===== src/rtl/flex_ds_pkg.sv =====
// Shared types and constants for the streaming bilinear downsampler.
// Holds the frame FSM states, Q8.8 constants and the config legality rule.
package flex_ds_pkg;

   typedef enum logic [1:0] {
      S_IDLE,
      S_FILL,
      S_EMIT,
      S_DRAIN
   } ds_state_e;

   localparam int ONE_Q8_8   = 256;
   localparam int STRIDE_MAX = 511;
   localparam int ROUND_Q16  = 32768;

   function automatic logic cfg_legal(input int stride, input int hin,
                                      input int hout, input int hin_max);
      return (stride >= ONE_Q8_8) && (stride <= STRIDE_MAX) &&
             (hin >= 2) && (hin <= hin_max) &&
             (hout >= 1) && (hout <= hin);
   endfunction

endpackage


===== src/rtl/bilinear_interp_pipe.sv =====
// One-channel bilinear blend: horizontal lerp in stage 1, vertical lerp plus rounding in stage 2.
// Latency 2 cycles; both stages freeze while stall is high.
module bilinear_interp_pipe
   import flex_ds_pkg::*;
#(
   parameter int DATA_W = 8
) (
   input  logic              clk,
   input  logic              rst_n,
   input  logic              stall,
   input  logic              in_vld,
   input  logic [DATA_W-1:0] a00,
   input  logic [DATA_W-1:0] a01,
   input  logic [DATA_W-1:0] a10,
   input  logic [DATA_W-1:0] a11,
   input  logic [7:0]        fx,
   input  logic [7:0]        fy,
   output logic              out_vld,
   output logic [DATA_W-1:0] out_dat
);
   localparam int IW = DATA_W + 18;

   logic [IW-1:0] h0, h1, h0_q, h1_q, sum;
   logic [7:0]    fy_q;
   logic          vld_q;

   always_comb begin
      h0  = IW'(a00) * (IW'(ONE_Q8_8) - IW'(fx)) + IW'(a01) * IW'(fx);
      h1  = IW'(a10) * (IW'(ONE_Q8_8) - IW'(fx)) + IW'(a11) * IW'(fx);
      sum = h0_q * (IW'(ONE_Q8_8) - IW'(fy_q)) + h1_q * IW'(fy_q) + IW'(ROUND_Q16);
   end

   always_ff @(posedge clk or negedge rst_n) begin
      if (!rst_n) begin
         vld_q   <= 1'b0;
         h0_q    <= '0;
         h1_q    <= '0;
         fy_q    <= '0;
         out_vld <= 1'b0;
         out_dat <= '0;
      end else if (!stall) begin
         vld_q   <= in_vld;
         h0_q    <= h0;
         h1_q    <= h1;
         fy_q    <= fy;
         out_vld <= vld_q;
         out_dat <= DATA_W'(sum >> 16);
      end
   end

endmodule


===== src/rtl/flex_downsample_stream.sv =====
// Streaming multi-channel bilinear downsampler with run-time Q8.8 stride and two-row line buffer.
// Output 2 cycles after buffer read; pipe stalls on !out_ready, input stalls while rows are emitted.
module flex_downsample_stream
   import flex_ds_pkg::*;
#(
   parameter int DATA_W   = 8,
   parameter int CHANNELS = 1,
   parameter int HIN_MAX  = 64,
   parameter int DIM_W    = $clog2(HIN_MAX + 1)
) (
   input  logic                         clk,
   input  logic                         rst_n,
   input  logic                         start,
   input  logic [DIM_W-1:0]             cfg_hin,
   input  logic [DIM_W-1:0]             cfg_hout,
   input  logic [15:0]                  cfg_stride,
   output logic                         busy,
   output logic                         done,
   output logic                         cfg_err,
   input  logic                         in_valid,
   output logic                         in_ready,
   input  logic [CHANNELS*DATA_W-1:0]   in_data,
   output logic                         out_valid,
   input  logic                         out_ready,
   output logic [CHANNELS*DATA_W-1:0]   out_data,
   output logic                         out_last
);
   localparam int PW = CHANNELS * DATA_W;
   localparam int AW = (HIN_MAX > 1) ? $clog2(HIN_MAX) : 1;
   localparam logic [DIM_W-1:0] ONE_D = DIM_W'(1);

   ds_state_e        state;
   logic [DIM_W-1:0] hin, hout, hin_m1, in_col, rows_recv, col_j, row_i;
   logic [DIM_W-1:0] cr, fc, cc, tgt;
   logic [15:0]      stride;
   logic [23:0]      acc_r, acc_c, stride24;
   logic             fr_odd, last_seen, last1;
   logic             adv, issue, issue_last, in_fire, out_fire, drain_now;
   logic [PW-1:0]    lb0 [HIN_MAX];
   logic [PW-1:0]    lb1 [HIN_MAX];
   logic [PW-1:0]    r00, r01, r10, r11;
   logic [CHANNELS-1:0] vld_all;

   function automatic logic [DIM_W-1:0] clamp_pos(input logic [15:0] p,
                                                  input logic [DIM_W-1:0] lim);
      return (p > 16'(lim)) ? lim : p[DIM_W-1:0];
   endfunction

   assign hin_m1   = hin - ONE_D;
   assign stride24 = {8'd0, stride};
   assign cr       = clamp_pos(acc_r[23:8] + 16'd1, hin_m1);
   assign fc       = clamp_pos(acc_c[23:8], hin_m1);
   assign cc       = clamp_pos(acc_c[23:8] + 16'd1, hin_m1);
   assign tgt      = cr + ONE_D;
   // Floor row is ceil-1, or ceil itself once both are clamped to the last row.
   assign fr_odd   = (acc_r[23:8] >= 16'(hin_m1)) ? cr[0] : ~cr[0];

   assign adv        = !out_valid || out_ready;
   assign issue      = (state == S_EMIT) && adv;
   assign issue_last = issue && (col_j == hout - ONE_D) && (row_i == hout - ONE_D);
   assign in_ready   = ((state == S_FILL) && (rows_recv != tgt)) ||
                       ((state == S_DRAIN) && (rows_recv != hin));
   assign in_fire    = in_valid && in_ready;
   assign out_fire   = out_valid && out_ready;
   assign drain_now  = (rows_recv == hin) ||
                       (in_fire && (rows_recv == hin_m1) && (in_col == hin_m1));

   always_ff @(posedge clk) begin
      if (in_fire && (state == S_FILL)) begin
         if (rows_recv[0]) lb1[in_col[AW-1:0]] <= in_data;
         else              lb0[in_col[AW-1:0]] <= in_data;
      end
   end

   always_comb begin
      r00 = fr_odd ? lb1[fc[AW-1:0]] : lb0[fc[AW-1:0]];
      r01 = fr_odd ? lb1[cc[AW-1:0]] : lb0[cc[AW-1:0]];
      r10 = cr[0]  ? lb1[fc[AW-1:0]] : lb0[fc[AW-1:0]];
      r11 = cr[0]  ? lb1[cc[AW-1:0]] : lb0[cc[AW-1:0]];
   end

   always_ff @(posedge clk or negedge rst_n) begin
      if (!rst_n) begin
         state     <= S_IDLE;
         hin       <= '0;
         hout      <= '0;
         stride    <= '0;
         in_col    <= '0;
         rows_recv <= '0;
         col_j     <= '0;
         row_i     <= '0;
         acc_r     <= '0;
         acc_c     <= '0;
         last_seen <= 1'b0;
         busy      <= 1'b0;
         done      <= 1'b0;
         cfg_err   <= 1'b0;
      end else begin
         done    <= 1'b0;
         cfg_err <= 1'b0;
         if (out_fire && out_last) last_seen <= 1'b1;
         if (in_fire) begin
            if (in_col == hin_m1) begin
               in_col    <= '0;
               rows_recv <= rows_recv + ONE_D;
            end else begin
               in_col <= in_col + ONE_D;
            end
         end
         unique case (state)
            S_IDLE: begin
               if (start) begin
                  if (cfg_legal(int'(cfg_stride), int'(cfg_hin), int'(cfg_hout), HIN_MAX)) begin
                     hin       <= cfg_hin;
                     hout      <= cfg_hout;
                     stride    <= cfg_stride;
                     in_col    <= '0;
                     rows_recv <= '0;
                     col_j     <= '0;
                     row_i     <= '0;
                     acc_r     <= '0;
                     acc_c     <= '0;
                     last_seen <= 1'b0;
                     busy      <= 1'b1;
                     state     <= S_FILL;
                  end else begin
                     cfg_err <= 1'b1;
                  end
               end
            end
            S_FILL: begin
               if (rows_recv == tgt) state <= S_EMIT;
            end
            S_EMIT: begin
               if (issue) begin
                  if (col_j == hout - ONE_D) begin
                     col_j <= '0;
                     acc_c <= '0;
                     acc_r <= acc_r + stride24;
                     row_i <= row_i + ONE_D;
                     state <= (row_i == hout - ONE_D) ? S_DRAIN : S_FILL;
                  end else begin
                     col_j <= col_j + ONE_D;
                     acc_c <= acc_c + stride24;
                  end
               end
            end
            S_DRAIN: begin
               // Finish only once both the final output and the final input beat are gone.
               if ((last_seen || (out_fire && out_last)) && drain_now) begin
                  done  <= 1'b1;
                  busy  <= 1'b0;
                  state <= S_IDLE;
               end
            end
            default: state <= S_IDLE;
         endcase
      end
   end

   always_ff @(posedge clk or negedge rst_n) begin
      if (!rst_n) begin
         last1    <= 1'b0;
         out_last <= 1'b0;
      end else if (adv) begin
         last1    <= issue_last;
         out_last <= last1;
      end
   end

   for (genvar c = 0; c < CHANNELS; c++) begin : g_ch
      bilinear_interp_pipe #(.DATA_W(DATA_W)) u_pipe (
         .clk     (clk),
         .rst_n   (rst_n),
         .stall   (!adv),
         .in_vld  (issue),
         .a00     (r00[c*DATA_W +: DATA_W]),
         .a01     (r01[c*DATA_W +: DATA_W]),
         .a10     (r10[c*DATA_W +: DATA_W]),
         .a11     (r11[c*DATA_W +: DATA_W]),
         .fx      (acc_c[7:0]),
         .fy      (acc_r[7:0]),
         .out_vld (vld_all[c]),
         .out_dat (out_data[c*DATA_W +: DATA_W])
      );
   end

   assign out_valid = &vld_all;

endmodule


===== config.mk =====
export PLATFORM = sky130hd
export DESIGN_NAME = flex_downsample_stream
export DESIGN_NICKNAME = d
export VERILOG_FILES = /design/src/rtl/flex_ds_pkg.sv /design/src/rtl/bilinear_interp_pipe.sv /design/src/rtl/flex_downsample_stream.sv
export SDC_FILE = /design/constraint.sdc
export NUM_CORES = 2
export LEC_CHECK = 0
export ABC_AREA = 1
export BUFFER_PORTS_ARGS = -buffer_cell sky130_fd_sc_hd__buf_2
export CAP_MARGIN = 10
export CORE_MARGIN = 2
export CORE_UTILIZATION = 61
export CTS_BUF_LIST = sky130_fd_sc_hd__clkbuf_4 sky130_fd_sc_hd__clkbuf_8
export DETAILED_ROUTE_END_ITERATION = 10
export PLACE_DENSITY = 0.77
export SLEW_MARGIN = 30
export SYNTH_ARGS = -nofsm -noshare
export SYNTH_HDL_FRONTEND = slang
export SYNTH_HIERARCHICAL = 1
export SYNTH_SLANG_ARGS = --single-unit

===== constraint.sdc =====
create_clock -name clk -period 11.2 [get_ports clk]
set_input_delay 0 -clock clk [delete_from_list [all_inputs] [get_ports clk]]
set_output_delay 0 -clock clk [all_outputs]
set_load 0.05 [all_outputs]

Yosys cells after proc, flatten, opt, wreduce, memory -nomap -nowiden
Memories as Yosys holds them, arrays and structs flattened.
Index checks and enable logic that the tools add are counted.
{"block": "op_classes", "add_sub_neg": 17, "n_mul": 6, "n_reduce_logical": 30, "eq_ne": 17, "n_lt_le_gt_ge": 10, "muxes": 61, "bitwise_logic": 1}
{"cell": "$mux 24", "count": 6}
{"cell": "$mux 7", "count": 17}
{"cell": "$pmux 24 s2", "count": 2}
{"cell": "$add 26x16->26", "count": 2}
{"cell": "$add 24x16->24", "count": 2}
{"cell": "$gt 16x7->1", "count": 3}
{"cell": "$eq 7x7->1", "count": 6}
{"cell": "$add 7x1->7 const B", "count": 5}
{"cell": "$add 16x1->16 const B", "count": 2}
{"cell": "$mul 8x8->16", "count": 2}
{"cell": "$mux 8", "count": 4}
{"cell": "$pmux 7 s2", "count": 2}
{"cell": "$mul 26x26->24", "count": 1}
{"cell": "$mul 26x8->24", "count": 1}
{"cell": "$mul 8x26->26", "count": 1}
{"cell": "$add 24x16->24 const B", "count": 1}
{"cell": "$add 24x24->24", "count": 1}
{"cell": "$sub 9x8->10 const A", "count": 2}
{"cell": "$mul 9x10->19", "count": 1}
{"cell": "$mux 1", "count": 19}
{"cell": "$logic_and 1x1->1", "count": 17}
{"cell": "$ge 16x7->1", "count": 1}
{"cell": "$ge 16x9->1 const B", "count": 1}
{"cell": "$le 16x9->1 const B", "count": 1}
{"cell": "other kinds (23)", "count": 42}
{"block": "totals", "memories": 2, "inputBits": 43, "output_inout_bits": 14, "ff_bits": 184, "ram_bits": 1024}
{"memory": "lb0", "words": 64, "width": 8, "rd": 2, "rd_clocked_by_memory_dff": 0, "write_ports": 1, "line_no": "flex_downsample_stream.sv:39", "rtl": "logic [PW-1:0] lb0 [HIN_MAX];"}
{"memory": "lb1", "words": 64, "width": 8, "rd": 2, "rd_clocked_by_memory_dff": 0, "write_ports": 1, "line_no": "flex_downsample_stream.sv:40", "rtl": "logic [PW-1:0] lb1 [HIN_MAX];"}

Depth between registers and ports, before layout
{"block": "logic_depth", "word_depth": 14, "depth_mapped": 60}

Modules after synthesis
The synthesis kept the hierarchy.
{"mod": "flex_downsample_stream", "cells_per_inst": 6599, "area_each_um2": 61152.4, "n_inst": 1}
{"mod": "bilinear_interp_pipe", "cells_per_inst": 3030, "area_each_um2": 22744.3, "n_inst": 1}

Least setup slack after synthesis
Ideal clock, no wire load.
{"block": "synth_path", "kind": "flip-flop to flip-flop", "from": "register hin[0]", "to": "register g_ch[0].u_pipe.h1_q[18]", "setup_slack_ns": 2.035, "synth_period_minus_slack_ns": 9.165, "path_buffers": 3, "arrival_ns": 9.043, "t_required_ns": 11.079, "path_stages_with_launch": 52, "setup_ns": 0.121, "path_cell_list": "dfrtp_1 inv_2 ha_1 nand2_1 nor2_1 inv_1 or2_2 or2_2 xor2_1 ha_1 inv_1 nor2_1 a21oi_1 a21o_1 nand2_2 o21ai_0 clkbuf_1 clkbuf_1 [16 not listed] a21oi_1 o21ai_0 a21oi_1 o21ai_0 nand2_1 nand2_1 a21oi_1 xor2_1 fa_1 ha_1 nand2_1 nor2_1 a211oi_1 nand2_1 nand2_1 nand2_1 nand2_1 a21oi_1"}
{"block": "synth_via", "elab_chain_cells": 7}
{"element": "start, declared", "line_no": "flex_downsample_stream.sv:33", "rtl": "logic [DIM_W-1:0] hin, hout, hin_m1, in_col, rows_recv, col_j, row_i;"}
{"element": "start signal, assigned", "line_no": "flex_downsample_stream.sv:114", "rtl": "hin <= cfg_hin;"}
{"element": "$sub 7x1->7 (*)", "line_no": "flex_downsample_stream.sv:49", "rtl": "assign hin_m1 = hin - ONE_D;"}
{"element": "$gt 16x7->1", "line_no": "flex_downsample_stream.sv:46", "rtl": "return (p > 16'(lim)) ? lim : p[DIM_W-1:0];"}
{"element": "$mux 6", "line_no": "flex_downsample_stream.sv:46"}
{"element": "$mem_v2 64x8 (on tied branches)"}
{"element": "$mux 8 (*)", "line_no": "flex_downsample_stream.sv:79", "rtl": "r11 = cr[0] ? lb1[cc[AW-1:0]] : lb0[cc[AW-1:0]];"}
{"element": "named net r11[0]", "line_no": "flex_downsample_stream.sv:41", "rtl": "logic [PW-1:0] r00, r01, r10, r11;"}
{"element": "$mul 8x8->16 (*)", "line_no": "bilinear_interp_pipe.sv:29", "rtl": "h1 = IW'(a10) * (IW'(ONE_Q8_8) - IW'(fx)) + IW'(a11) * IW'(fx);"}
{"element": "$add 26x16->26 (*)", "line_no": "bilinear_interp_pipe.sv:29"}
{"element": "end signal, assigned", "line_no": "bilinear_interp_pipe.sv:37", "rtl": "h1_q <= '0;"}
{"element": "end signal, assigned", "line_no": "bilinear_interp_pipe.sv:44", "rtl": "h1_q <= h1;"}
{"element": "end, declared", "line_no": "bilinear_interp_pipe.sv:23", "rtl": "logic [IW-1:0] h0, h1, h0_q, h1_q, sum;"}
Mark *: on every way through the listed nets, which the timed path passes. The rest lies on a longest branch.
A chain may end at the register's enable or synchronous reset.

Worst setup path in the final report
{"block": "layout_path", "from": "register hin[0]", "to": "register g_ch[0].u_pipe.h1_q[14]"}
Same word-level chain as after synthesis.

==> results by group <==
Job
  – Max-cap viol count: 0

Clocking
  – Clock Latency Late Sink: 1000 ps
  – CTS tree: built
  – Htree depth: 4
  – CTS max path bufs: 3
  – Clock sinks: 1,194
  – CTS buffer count: 199
  – Worst-path clk slew: 70 ps
  – CTS root buf: clkbuf_8

Critical path
  – Crit path max fanout: 19
  – Crit-path max cell delay: 560 ps
  – Nature of the critical path endpoint: register
  – Critical path arrival: 11,480 ps
  – Worst Path Required: 12,040 ps
  – Setup crit start kind: register
  – CP dominant cell by count: nand2_1
  – Worst path slowest cell: fa_1
  – CP Class: reg2reg

Synth
  – EDFF count, synth: 1,024
  – Flip-flop and latch count after synthesis: 1,194
  – Post-Syn Instances: 9,629
  – Syn Area/Cell: 8.71 sq um
  – Sequential-to-total area share from yosys stat: 41.7%
  – Ys Warns: 6
  – Top FF cell, synth: edfxtp_1
  – Async set or reset register ratio after synthesis: 14.2%
  – Net Count, Synth: 10,400
  – Unique masters post-synth: 64
  – Mapped Area: 83,900 sq um

Route
  – DR vias: 72,200
  – Via density per instance: 6.21
  – Post-DRT Antenna Nets: 0
  – WL/cell: 22.9 um
  – DRC: 0
  – Initial DRC Count: 9,904
  – DRT Pass-1 Iters: 6
  – Routed WL: 266,000 um

Die
  – Ports: 57
  – Die Ht: 375 um
  – Die area: 141,000 sq um
  – Initial Utilization: 61.2%
  – Chip width: 375 um
  – Num rows: 136
  – Core footprint: 137,000 sq um

GRT
  – Met1 usage: 49.6%
  – GRT met3 Usage: 8.58%
  – Largest net degree at the start of global routing: 113
  – Vias in the first global route: 70,600
  – GRT Overall Usage: 37.5%
  – Total grt overflow: 0
  – GR peak layer: met2
  – GR Util met2: 57.7%
  – First-pass GRT wire length: 405,000 um
  – Initial antenna violation count: 3

Timing
  – Final setup viols: 0
  – Worst Tran Pin Value: 1060 ps
  – Minimum clock period: 10,640 ps
  – F_max: 0.0940 GHz
  – Fin. max-slew vios: 0
  – Setup ws final: 562 ps
  – Final hold violation count: 0
  – Fin crit share: 95.0%
  – Max-slew headroom: 28.9%
  – Skew final: 76.0 ps
  – Smallest hold slack: 116 ps

Worst hold path
  – Hold Path Class: in2reg

Place
  – Routability cong.: 0.960
  – Placed cells: 11,100
  – DP Worst Slack: 52.1 ps
  – PortBufs: 56
  – Hpwl dp: 180,000 um

Run status
  – Status: finished clean

Layout
  – Syn-to-layout area delta: 10.2%
  – FF+latch area: 35,000 sq um
  – Filler cell count: 10,700
  – Post-Layout Cell Count: 11,600
  – Nets: 10,500
  – Layout cells sized above 1: 8.16%
  – Area of the multi-input gates: 40,600 sq um
cells by family (layout without fill, tap and decap cells):
logic type               Yosys count  count (layout)  share of synthesized area [%]
AO/OA/AOI/OAI                   1423            1423                           11.9
AND/OR/NAND/NOR                 3936            3936                           19.8
adder cells (fa/ha/maj)          773             773                           15.6
buffers and inverters           2241            2441                           10.4
other                              0               1                              0
flip-flops                      1194            1194                           41.7
XOR/XNOR                          61              61                          0.637
multiplexers                       1               1                         0.0119
per-layer routing:
metal | part of all wire (%) | vias to the layer above
met4 | 5.8 | 2
met3 | 12 | 959
li1 | - | 32300
met1 | 38 | 34300
met5 | 0.0071 | -
met2 | 44 | 4582
sequential cells by signal (all words and copies together), names as in the netlist, 16 cells and up:
| register | flops |
|---|---|
| lb0 | 512 |
| lb1 | 512 |
| acc_c | 24 |
| acc_r | 24 |
| g_ch.u_pipe/h0_q | 19 |
| g_ch.u_pipe/h1_q | 19 |
| stride | 16 |
cells in the mapped netlist (all sizes together) (2+ instances only):
library cell	count	share of area, %
a21o	7	0.063
o21a	4	0.036
nand2	2257	10
a211oi	11	0.098
a31o	2	0.021
a21oi	145	0.86
ha	323	4.8
o221ai	2	0.021
o2bb2ai	3	0.031
a221oi	3	0.031
nand3	1077	6.4
o21bai	8	0.072
a21boi	4	0.036
o22ai	14	0.10
nor4	13	0.097
nand3b	6	0.054
or3	2	0.027
o31ai	10	0.089
xor2	42	0.44
a2111oi	2	0.021
o32ai	3	0.031
or2	13	0.097
nor3	59	0.38
a31oi	5	0.037
clkbuf	317	1.4
xnor2	19	0.20
dfrtp	170	5.1
o21ai	160	0.97
edfxtp	1024	37
nor3b	5	0.045
o211ai	1027	9.2
a32o	2	0.024
inv	1661	7.4
fa	450	11
o41ai	3	0.031
buf	262	1.6
o2111ai	6	0.063
nand4	34	0.25
nor2	468	2.1
through the flow:
step,util (%),setup TNS [ps],instance area [sq um]
after CTS,67.0,0,91700
after global routing,67.5,-23.9,92500
after global placement,63.2,0,86600
after detailed placement,63.3,0,86600
final,67.5,0,92500
after floorplan,-,0,83900
path summary, 6_finish.rpt:
check                           cells past startpoint                             startpoint                                    end  slack, ps
worst max register to register                     56                     hin[0]$_DFFE_PN0P_    g_ch[0].u_pipe/h1_q[14]$_DFFE_PN0N_        560
min in group asynchronous                           4                                  rst_n  g_ch[0].u_pipe/out_dat[1]$_DFFE_PN0N_        150
max in group asynchronous                           5                                  rst_n                 rows_recv[1]$_DFF_PN0_       9470
worst max-delay path                               56                     hin[0]$_DFFE_PN0P_    g_ch[0].u_pipe/h1_q[14]$_DFFE_PN0N_        560
worst min-delay path                                2                             in_data[6]                   lb0[32][6]$_DFFE_PP_        120
worst min register to register                      2  g_ch[0].u_pipe/out_dat[6]$_DFFE_PN0N_  g_ch[0].u_pipe/out_dat[6]$_DFFE_PN0N_        480
final cells by class:
cell class / instances / share of cell area, %
Antenna cell: 1 / 0.00271
Clock buffer: 272 / 3.58
Clock inverter: 84 / 0.747
Inverter: 1662 / 6.81
Multi-Input combinational cell: 6194 / 43.9
Sequential cell: 1194 / 37.9
Tap cell: 1794 / 2.43
Timing Repair Buffer: 421 / 4.65
Timing Repair inverter: 2 / 0.0217
cell usage in the layout, fill, tap and decap left out, types with 105 or more instances in the layout:
master,instances
a21oi_1,144
buf_4,189
clkbuf_8,204
dfrtp_1,165
dlygate4sd3_1,105
edfxtp_1,1024
fa_1,450
ha_1,323
inv_1,1638
nand2_1,2217
nand3_1,1055
nor2_1,432
o211ai_1,1027
o21ai_0,144
critical path, delay by kind of cell, from the launching register on:
kind                     cells  cell delay, ps
XOR/XNOR                     2             480
AO/OA/AOI/OAI                8            1270
buffers and inverters       10            1180
AND/OR/NAND/NOR             27            3360
adder cells (fa/ha/maj)      9            3700
flip-flops                   1             460
what timing repair did:
item,CTS,global route
hold buffers,106,0
buffers inserted,0,13
endpoints found under the setup margin,0,22
endpoints found under the hold margin,718,0
resized for setup,0,60
Power is left out: the tool's default activity adds up to more than one toggle a clock period on the data nets, which glitch-free logic cannot reach.
